**config.mk**
```make
export PLATFORM = sky130hd
export DESIGN_NAME = id_stage_ctrl
export DESIGN_NICKNAME = d
export VERILOG_FILES = /design/src/rtl/id_stage_ctrl_pkg.sv /design/src/rtl/id_stage_ctrl_imm_extract.sv /design/src/rtl/id_stage_ctrl.sv
export SDC_FILE = /design/constraint.sdc
export NUM_CORES = 1
export LEC_CHECK = 0
export BUFFER_PORTS_ARGS = -buffer_cell sky130_fd_sc_hd__clkbuf_2
export CAP_MARGIN = 20
export CORE_MARGIN = 4
export CORE_UTILIZATION = 48
export DETAILED_ROUTE_END_ITERATION = 6
export PLACE_DENSITY_LB_ADDON = 0.3
export SYNTH_ARGS = -nofsm -noshare
export SYNTH_HDL_FRONTEND = slang
export SYNTH_SLANG_ARGS = --single-unit
```
**constraint.sdc**
```tcl
create_clock -name clk -period 2.55 [get_ports clk]
set_input_delay 0.255 -clock clk [delete_from_list [all_inputs] [get_ports clk]]
set_output_delay 0.255 -clock clk [all_outputs]
set_load 0.02 [all_outputs]
```
**src/rtl/id_stage_ctrl_pkg.sv**
```systemverilog
// Shared decode definitions for the ID stage controller: RV32I base opcodes,
// the controller state type, the NOP encoding and register-usage helpers.
package id_pkg;

    localparam logic [6:0] OP_LOAD   = 7'b0000011;
    localparam logic [6:0] OP_STORE  = 7'b0100011;
    localparam logic [6:0] OP_BRANCH = 7'b1100011;
    localparam logic [6:0] OP_JAL    = 7'b1101111;
    localparam logic [6:0] OP_JALR   = 7'b1100111;
    localparam logic [6:0] OP_IMM    = 7'b0010011;
    localparam logic [6:0] OP_REG    = 7'b0110011;
    localparam logic [6:0] OP_LUI    = 7'b0110111;
    localparam logic [6:0] OP_AUIPC  = 7'b0010111;

    localparam logic [31:0] NOP = 32'h00000013;

    typedef enum logic [1:0] {
        RUN,
        STALL,
        FLUSH
    } id_state_e;

    function automatic logic uses_rs1(input logic [6:0] opcode);
        case (opcode)
            OP_IMM, OP_LOAD, OP_JALR, OP_STORE, OP_BRANCH, OP_REG: uses_rs1 = 1'b1;
            default:                                               uses_rs1 = 1'b0;
        endcase
    endfunction

    function automatic logic uses_rs2(input logic [6:0] opcode);
        case (opcode)
            OP_STORE, OP_BRANCH, OP_REG: uses_rs2 = 1'b1;
            default:                     uses_rs2 = 1'b0;
        endcase
    endfunction

    function automatic logic is_base_opcode(input logic [6:0] opcode);
        case (opcode)
            OP_LOAD, OP_STORE, OP_BRANCH, OP_JAL, OP_JALR,
            OP_IMM, OP_REG, OP_LUI, OP_AUIPC: is_base_opcode = 1'b1;
            default:                          is_base_opcode = 1'b0;
        endcase
    endfunction

endpackage

```
**src/rtl/id_stage_ctrl_imm_extract.sv**
```systemverilog
// Combinational RV32I immediate decoder; R-type and unrecognised opcodes give zero.
module id_imm_extract
    import id_pkg::*;
(
    input  logic [31:0] i_instr,
    output logic [31:0] o_imm
);

    always_comb begin
        o_imm = '0;
        case (i_instr[6:0])
            OP_IMM, OP_LOAD, OP_JALR:
                o_imm = {{20{i_instr[31]}}, i_instr[31:20]};
            OP_STORE:
                o_imm = {{20{i_instr[31]}}, i_instr[31:25], i_instr[11:7]};
            OP_BRANCH:
                o_imm = {{19{i_instr[31]}}, i_instr[31], i_instr[7],
                         i_instr[30:25], i_instr[11:8], 1'b0};
            OP_JAL:
                o_imm = {{11{i_instr[31]}}, i_instr[31], i_instr[19:12],
                         i_instr[20], i_instr[30:21], 1'b0};
            OP_LUI, OP_AUIPC:
                o_imm = {i_instr[31:12], 12'b0};
            default:
                o_imm = '0;
        endcase
    end

endmodule

```
**src/rtl/id_stage_ctrl.sv**
```systemverilog
// IF/ID pipeline register with valid/ready handshakes, load-use bubbles and flush.
// Optional illegal-instruction flag is built when ID_ILLEGAL_TRAP_EN is defined.
module id_stage_ctrl
    import id_pkg::*;
#(
    parameter int XLEN           = 32,
    parameter int LOAD_USE_STALL = 1
)
(
    input  logic            clk,
    input  logic            reset,
    input  logic            if_valid_i,
    input  logic [31:0]     if_instr_i,
    input  logic [XLEN-1:0] if_pc_i,
    output logic            if_ready_o,
    output logic            id_valid_o,
    input  logic            id_ready_i,
    output logic [31:0]     id_instr_o,
    output logic [XLEN-1:0] id_pc_o,
    output logic [31:0]     id_imm_o,
    input  logic            ex_mem_read_i,
    input  logic [4:0]      ex_rd_i,
    input  logic            flush_i,
    output logic [7:0]      stall_cnt_o
`ifdef ID_ILLEGAL_TRAP_EN
    ,
    output logic            id_illegal_o
`endif
);

    localparam logic [1:0] CNT_LOAD = 2'(LOAD_USE_STALL - 1);

    id_state_e       r_state;
    id_state_e       w_stateNext;
    logic [1:0]      r_cnt;
    logic [1:0]      w_cntNext;
    logic            r_full;
    logic [31:0]     r_instr;
    logic [XLEN-1:0] r_pc;
    logic [7:0]      r_stallCnt;

    logic [6:0]      w_opcode;
    logic [4:0]      w_rs1;
    logic [4:0]      w_rs2;
    logic            w_illegal;
    logic            w_srcMatch;
    logic            w_hazard;
    logic            w_ifFire;
    logic            w_idFire;
    logic            w_bubble;

    assign w_opcode = r_instr[6:0];
    assign w_rs1    = r_instr[19:15];
    assign w_rs2    = r_instr[24:20];

`ifdef ID_ILLEGAL_TRAP_EN
    assign w_illegal = !is_base_opcode(w_opcode) || (r_instr[1:0] != 2'b11);
`else
    assign w_illegal = 1'b0;
`endif

    // Only sources the opcode actually reads can collide with the load in EX.
    always_comb begin
        w_srcMatch = (uses_rs1(w_opcode) && (w_rs1 == ex_rd_i)) ||
                     (uses_rs2(w_opcode) && (w_rs2 == ex_rd_i));
        w_hazard   = r_full && ex_mem_read_i && (ex_rd_i != 5'd0) &&
                     w_srcMatch && !w_illegal;
    end

    assign id_valid_o = (r_state == RUN) && r_full && !w_hazard;
    assign if_ready_o = (!r_full || (id_ready_i && id_valid_o)) &&
                        (r_state == RUN) && !w_hazard;
    assign w_idFire   = id_valid_o && id_ready_i;
    assign w_ifFire   = if_valid_i && if_ready_o;
    // The detection cycle already shows a bubble, so it counts alongside STALL cycles.
    assign w_bubble   = ((r_state == RUN) && w_hazard) || (r_state == STALL);

    always_comb begin
        w_stateNext = r_state;
        w_cntNext   = r_cnt;
        if (flush_i) begin
            w_stateNext = FLUSH;
        end else begin
            case (r_state)
                RUN: begin
                    if (w_hazard) begin
                        w_stateNext = STALL;
                        w_cntNext   = CNT_LOAD;
                    end
                end
                STALL: begin
                    w_cntNext = (r_cnt == 2'd0) ? 2'd0 : r_cnt - 2'd1;
                    if (r_cnt <= 2'd1) begin
                        w_stateNext = RUN;
                    end
                end
                FLUSH:   w_stateNext = RUN;
                default: w_stateNext = RUN;
            endcase
        end
    end

    always_ff @(posedge clk) begin
        if (reset) begin
            r_state <= RUN;
            r_cnt   <= 2'd0;
        end else begin
            r_state <= w_stateNext;
            r_cnt   <= w_cntNext;
        end
    end

    // A flush kills any beat that would have been captured on the same edge.
    always_ff @(posedge clk) begin
        if (reset) begin
            r_full  <= 1'b0;
            r_instr <= NOP;
            r_pc    <= '0;
        end else if (flush_i) begin
            r_full  <= 1'b0;
            r_instr <= NOP;
        end else if (w_ifFire) begin
            r_full  <= 1'b1;
            r_instr <= if_instr_i;
            r_pc    <= if_pc_i;
        end else if (w_idFire) begin
            r_full  <= 1'b0;
        end
    end

    always_ff @(posedge clk) begin
        if (reset) begin
            r_stallCnt <= 8'd0;
        end else if (w_bubble && (r_stallCnt != 8'hFF)) begin
            r_stallCnt <= r_stallCnt + 8'd1;
        end
    end

    assign id_instr_o  = r_full ? r_instr : NOP;
    assign id_pc_o     = r_full ? r_pc : '0;
    assign stall_cnt_o = r_stallCnt;

`ifdef ID_ILLEGAL_TRAP_EN
    assign id_illegal_o = id_valid_o && w_illegal;
`endif

    id_imm_extract u_immExtract (
        .i_instr (id_instr_o),
        .o_imm   (id_imm_o)
    );

endmodule
```
==> metrics.txt, run 1 <==
final core utilization 63.3%; Mapped Cells 542; Clock Sinks 77; Finish-stage setup viols 0; CP Capture Type output port; Hold Buf Count CTS 0; CTS tree done; Max Slew Vio Count 0; peak supply drop 356 uV; die span in x 102 um; hold crit path type in2reg; FILL cells 801; power per cell area 461 mW/mm^2; r2r setup slk 260 ps; initial antenna violation count 0; vias in the first global route 4389; Hold Path Depth 3; IO buf count 180; initial drt markers 304; RSZ-0062 raised after global routing yes; DRC Markers 0; Post-synth ARST share 0%; Crit Path Category reg2out; setup TNS 0 ps; clk_lat worst skew 350 ps; Worst-path clk slew 90 ps; Slew @ Worst Pin 898 ps; HP Start if_instr_i[14]; Unique masters post-synth 52; relative slew slack 40.1%; final worst slack 100 ps; die height 102 um; largest net degree at the start of global routing 48; Core Area 0.00872 sq mm; P_leak 2.57 nW; endpoint of the worst register-to-register path stall_cnt_o[7]; GRT Total Usage 25.0%; commonest non-fill, non-tap cell in the layout clkbuf_2; Tot Pwr 2.55 mW; Routed WL 13.7 mm; WL/cell 16.9 um; antenna cells 0; Crit path arrival time 2190 ps; NumNets Final 774; post-route minimum period 2450 ps; syn_area_per_cell 7.90 sq um; Hold Vio Cnt, Final 0; Synth Register Bits 77; number of cells on the worst reg-to-reg path 6; Max FO, Critical Path 5; row count 34; H-tree Lvls 3; EDFF count, synth 0; most frequent cells in the layout clkbuf_2, dfxtp_1, a21oi_1, and2_1, o21ai_0; post-synth net total 618; max-cap violation count 0; Clock Skews 14.1 ps; Final HPWL DP 9.77 mm; Startpoint Class register; total gr overflow 0; yosys warns 0; vias per inst 5.84; starting density of the core 49.1%; layout cells sized above 1 33.9%; Syn Std Cell Area 0.00428 sq mm; fmax 408 MHz; total CTS buffers 9; post-route ant nets 0; Synth-to-Final Area Change 28.9%; Setup WS pre-CTS 196 ps; sequential-to-total area share from yosys stat 36.0%; I/O pin count 181; fin crit share 96.1%; status finished clean; Critical Path RT 2300 ps; first-pass GRT wire length 21.1 mm; reg2reg start r_instr[1]; vias post-DR 4739; Synth Flop Type dfxtp_1; area of the die 0.0105 sq mm; CTS max path bufs 2; routability cong. 0.985; TritonRoute pass-1 iters 5; Root Driver clkbuf_8; hold endpoint r_instr[14]; worst hold slack 126 ps
-- registers in the layout, indices dropped and copies added (netlist names) --
| register | count |
|---|---|
| r_cnt | 2 |
| r_full | 1 |
| r_instr | 32 |
| r_pc | 32 |
| r_state | 2 |
| stall_cnt_o | 8 |
-- layer usage --
layer	vias up	part of all wire (%)	GRT usage (%)
li1	2281	-	-
met1	2193	40	31.8
met2	238	49	42.0
met3	27	9.2	5.46
met4	0	2.3	8.58
met5	-	0	0
-- Yosys cell counts, types with 4 or more instances --
master	count	area (sq um)
xnor2_1	7	61.3
nand3_1	38	190
clkbuf_1	43	161
dfxtp_1	77	1540
nand2_1	8	30.0
or2_2	4	25.0
buf_2	8	40.0
a21o_1	19	143
nor2_1	15	56.3
nor3_1	9	45.0
nor2b_1	6	37.5
a21oi_1	68	340
nand4_1	31	194
and2_1	66	413
inv_1	11	41.3
o21ai_0	39	195
a22o_1	4	35.0
a31oi_1	4	25.0
o31ai_1	31	233
mux2_2	4	45.0
-- power by group --
group / switching (mW) / total, mW / internal (mW)
Clock: 0.470 / 0.945 / 0.475
Sequential: 0.0298 / 1.27 / 1.24
Combinational: 0.199 / 0.330 / 0.131
-- cells by family (layout without fill, tap and decap cells) --
| family | after synthesis | after routing | synth area share (%) |
|---|---|---|---|
| and+or+nand+nor | 193 | 193 | 26.3 |
| AOI/OAI and AO/OA | 189 | 189 | 27.7 |
| DFF | 77 | 77 | 36.0 |
| buffers and inverters | 67 | 228 | 6.37 |
| xor gates and xnor gates | 10 | 10 | 2.04 |
| muxes | 5 | 5 | 1.31 |
| adders and majority gates | 1 | 1 | 0.292 |
-- worst max path at each step --
stage | startpoint | end | slack (ps) | cells past startpoint
floorplan | r_instr[0] | stall_cnt_o[7] | 510 | 6
global placement | ex_rd_i[0] | stall_cnt_o[5] | 290 | 7
detailed placement | ex_rd_i[0] | r_instr[8] | 200 | 8
CTS | r_instr[1] | id_valid_o | 60 | 7
global route | r_instr[6] | id_imm_o[5] | -20 | 7
finish | r_instr[1] | id_valid_o | 100 | 7
-- timing repair --
action	4_1_cts	5_1_grt
endpoints found under the setup margin	9	16
pin swaps	0	1
hold endpoints to repair	0	0
gates resized for setup	3	3
setup buffers	0	1
-- final cells by class --
cell class,count,area (sq um),share of cell area [%]
clock buffer,10,138,2.49
clock inverter,6,62.6,1.13
inverter,12,45.0,0.816
multi-input combinational,398,2510,45.5
sequential,77,1540,28.0
tap,108,135,2.45
timing repair buffer,200,1080,19.6
-- worst max-delay path: stages, from the launching register on --
cell and delay, ps:
dfxtp_1 430, nand3b_4 130, nand3b_4 200, a2111oi_4 480, a21oi_1 80, o21a_1 220, and2_1 160, clkbuf_2 150
-- through the flow --
step	std cells	instance area [sq um]
floorplan	542	4280
global placement	793	5270
detailed placement	793	5270
CTS	809	5480
global route	811	5520
finish	811	5520
Note: power is estimated with default switching activity, not from simulation.
==> run 2: changes to the inputs <==
==> constraint.sdc (replaced) <==
create_clock -name clk -period 2.55 [get_ports clk]
set_input_delay 0.1275 -clock clk [delete_from_list [all_inputs] [get_ports clk]]
set_output_delay 0.1275 -clock clk [all_outputs]
set_load 0.02 [all_outputs]
==> run 2 against run 1 <==
Final area shrank 0.14%; fmax grew 1.8%; sequential share of layout area grew 0.083 points; via count grew 0.21%; clock power shrank 3.3%; clock skew shrank 3.6 ps; combinational power is essentially flat; power shrank 1.3%; sequential power is essentially flat; non-clock buffer count grew 2; hold slack lost 110 ps.
==> metrics.txt, run 2 (same netlist as run 1, synthesis figures left out) <==
status finished clean; Slew @ Worst Pin 895 ps (-3.10 ps); vias post-DR 4749 (+0.21%); Crit Path Category reg2out; P_leak 2.58 nW (+0.42%); max incr delay on CP 500 ps (+20 ps); Final HPWL DP 9.83 mm (+0.61%); Crit path arrival time 2280 ps (+90 ps); largest net degree at the start of global routing 51 (+6.3%); met1 Use GR 32.7% (+0.88 points); post-route minimum period 2410 ps (-44.1 ps); Crit-path slowest cell a2111oi_4; max-cap violation count 0 (unchanged); Max FO, Critical Path 5 (unchanged); clk_lat worst skew 340 ps (about the same); worst hold slack 14.9 ps (-111 ps); die span in x 102 um (unchanged); relative slew slack 40.3% (+0.21 points); endpoint of the worst register-to-register path stall_cnt_o[7]; initial drt markers 347 (+14%); WP buf/inv 2 (+1); first-pass GRT wire length 21.4 mm (+1.6%); GRT Total Usage 25.4% (+0.35 points); Synth-to-Final Area Change 28.7%; Core Area 0.00872 sq mm (unchanged); CTS tree done; IO buf count 180 (unchanged); area of the die 0.0105 sq mm (unchanged); Max Slew Vio Count 0 (unchanged); commonest non-fill, non-tap cell in the layout clkbuf_2; initial antenna violation count 0 (unchanged); Routed WL 13.8 mm (+0.50%); hold crit path type in2reg; power per cell area 456 mW/mm^2 (-1.1%); die height 102 um (unchanged); met3 Use GR 5.46% (unchanged); Finish-stage setup viols 0 (unchanged); fmax 416 MHz (+1.8%); busiest grt layer met2; Startpoint Class register; TritonRoute pass-1 iters 5 (unchanged); reg2reg start r_instr[22]; Final Instance Count excl. Fillers 812 (+0.12%); routability cong. 0.899 (-8.7%); Root Driver clkbuf_8; Worst-path clk slew 80 ps (about the same); HP Start if_instr_i[14]; r2r setup slk 320 ps (+60 ps); starting density of the core 49.1% (unchanged); layout cells sized above 1 33.9% (+0.094 points); NumNets Final 776 (+0.26%); setup TNS 0 ps (unchanged); Clock Sinks 77 (unchanged); vias per inst 5.85 (about the same); peak supply drop 302 uV (-15%); CTS max path bufs 2 (unchanged); DRC Markers 0 (unchanged); total CTS buffers 9 (unchanged); Placed Cells 792 (-0.13%); hold endpoint r_instr[14]; WL/cell 17.0 um (+0.38%); I/O pin count 181 (unchanged); FILL cells 791 (-1.2%); Hold Vio Cnt, Final 0 (unchanged); number of cells on the worst reg-to-reg path 6 (unchanged); Critical Path RT 2420 ps (+120 ps); total gr overflow 0 (unchanged); antenna cells 0 (unchanged); vias in the first global route 4321 (-1.5%); H-tree Lvls 3 (unchanged); row count 34 (unchanged); fin crit share 94.3% (-1.7 points); Hold Path Depth 3 (unchanged); worst-path cell chain xnor2_1 > nand4_1 > a2111oi_4 > buf_4 > a21oi_1 > o21a_1 > and2_1 > clkbuf_2; CP Capture Type output port; RSZ-0062 raised after global routing no; family with the most delay on the worst path compound AO/OA/AOI/OAI gates; Clock Skews 10.6 ps (-3.58 ps); global routing usage on met2 42.0% (unchanged); most frequent cells in the layout clkbuf_2, dfxtp_1, a21oi_1, and2_1, o21ai_0; post-route ant nets 0 (unchanged)
-- run 2: tightest hold or removal path: cells and delay by family --
kind	cells	cell delay, ps
buffers and inverters	1	80
AND/OR/NAND/NOR	1	60
AO/OA/AOI/OAI	1	50
-- run 2: area by class of cell --
cell class | instances | area [sq um] | area share (%)
tap | 108 | 135 | 2.45
clock buffer | 11 | 141 | 2.56
inverter | 12 | 45.0 | 0.817
sequential | 77 | 1550 | 28.0
timing repair buffer | 202 | 1090 | 19.7
multi-input combinational | 398 | 2510 | 45.5
clock inverter | 4 | 48.8 | 0.885
-- run 2: worst max path at each step --
stage               slack [ps]              to         from  depth (start not counted)
global placement           360      r_instr[6]   ex_rd_i[0]                          8
global route                10      id_valid_o  r_instr[21]                          8
detailed placement         270      r_instr[3]   ex_rd_i[0]                          8
finish                     140      id_valid_o  r_instr[22]                          8
CTS                         30      if_ready_o   r_instr[5]                          7
floorplan                  510  stall_cnt_o[7]   r_instr[0]                          6
-- run 2: through the flow --
stage | instance area [sq um] | total power [mW] | util, % | setup WS (ps)
3_5_place_dp | 5260 | 1.62 | 60.3 | 266
6_report | 5520 | 2.51 | 63.2 | 144
4_1_cts | 5460 | 2.52 | 62.7 | 27.5
5_1_grt | 5520 | 2.62 | 63.2 | 9.99
2_1_floorplan | 4280 | 1.48 | - | 514
3_3_place_gp | 5260 | 1.61 | 60.3 | 359
-- run 2: what timing repair did --
| action | in CTS | in global routing |
|---|---|---|
| endpoints found under the hold margin | 1 | 0 |
| resized for setup | 1 | 6 |
| buffers inserted | 0 | 3 |
| setup endpoints to repair | 1 | 9 |
| hold buffers | 1 | 0 |
| pin swaps | 0 | 2 |
-- run 2: routing by layer --
layer  up-vias  routed length, um
met3        26               1120
met2       217               6720
li1       2282                  -
met5         -                  0
met1      2224               5660
met4         0                291
-- run 2: where the power goes --
| group | total (mW) | switching, mW | internal, mW |
|---|---|---|---|
| Combinational | 0.330 | 0.201 | 0.129 |
| Sequential | 1.27 | 0.0291 | 1.24 |
| Clock | 0.914 | 0.441 | 0.473 |
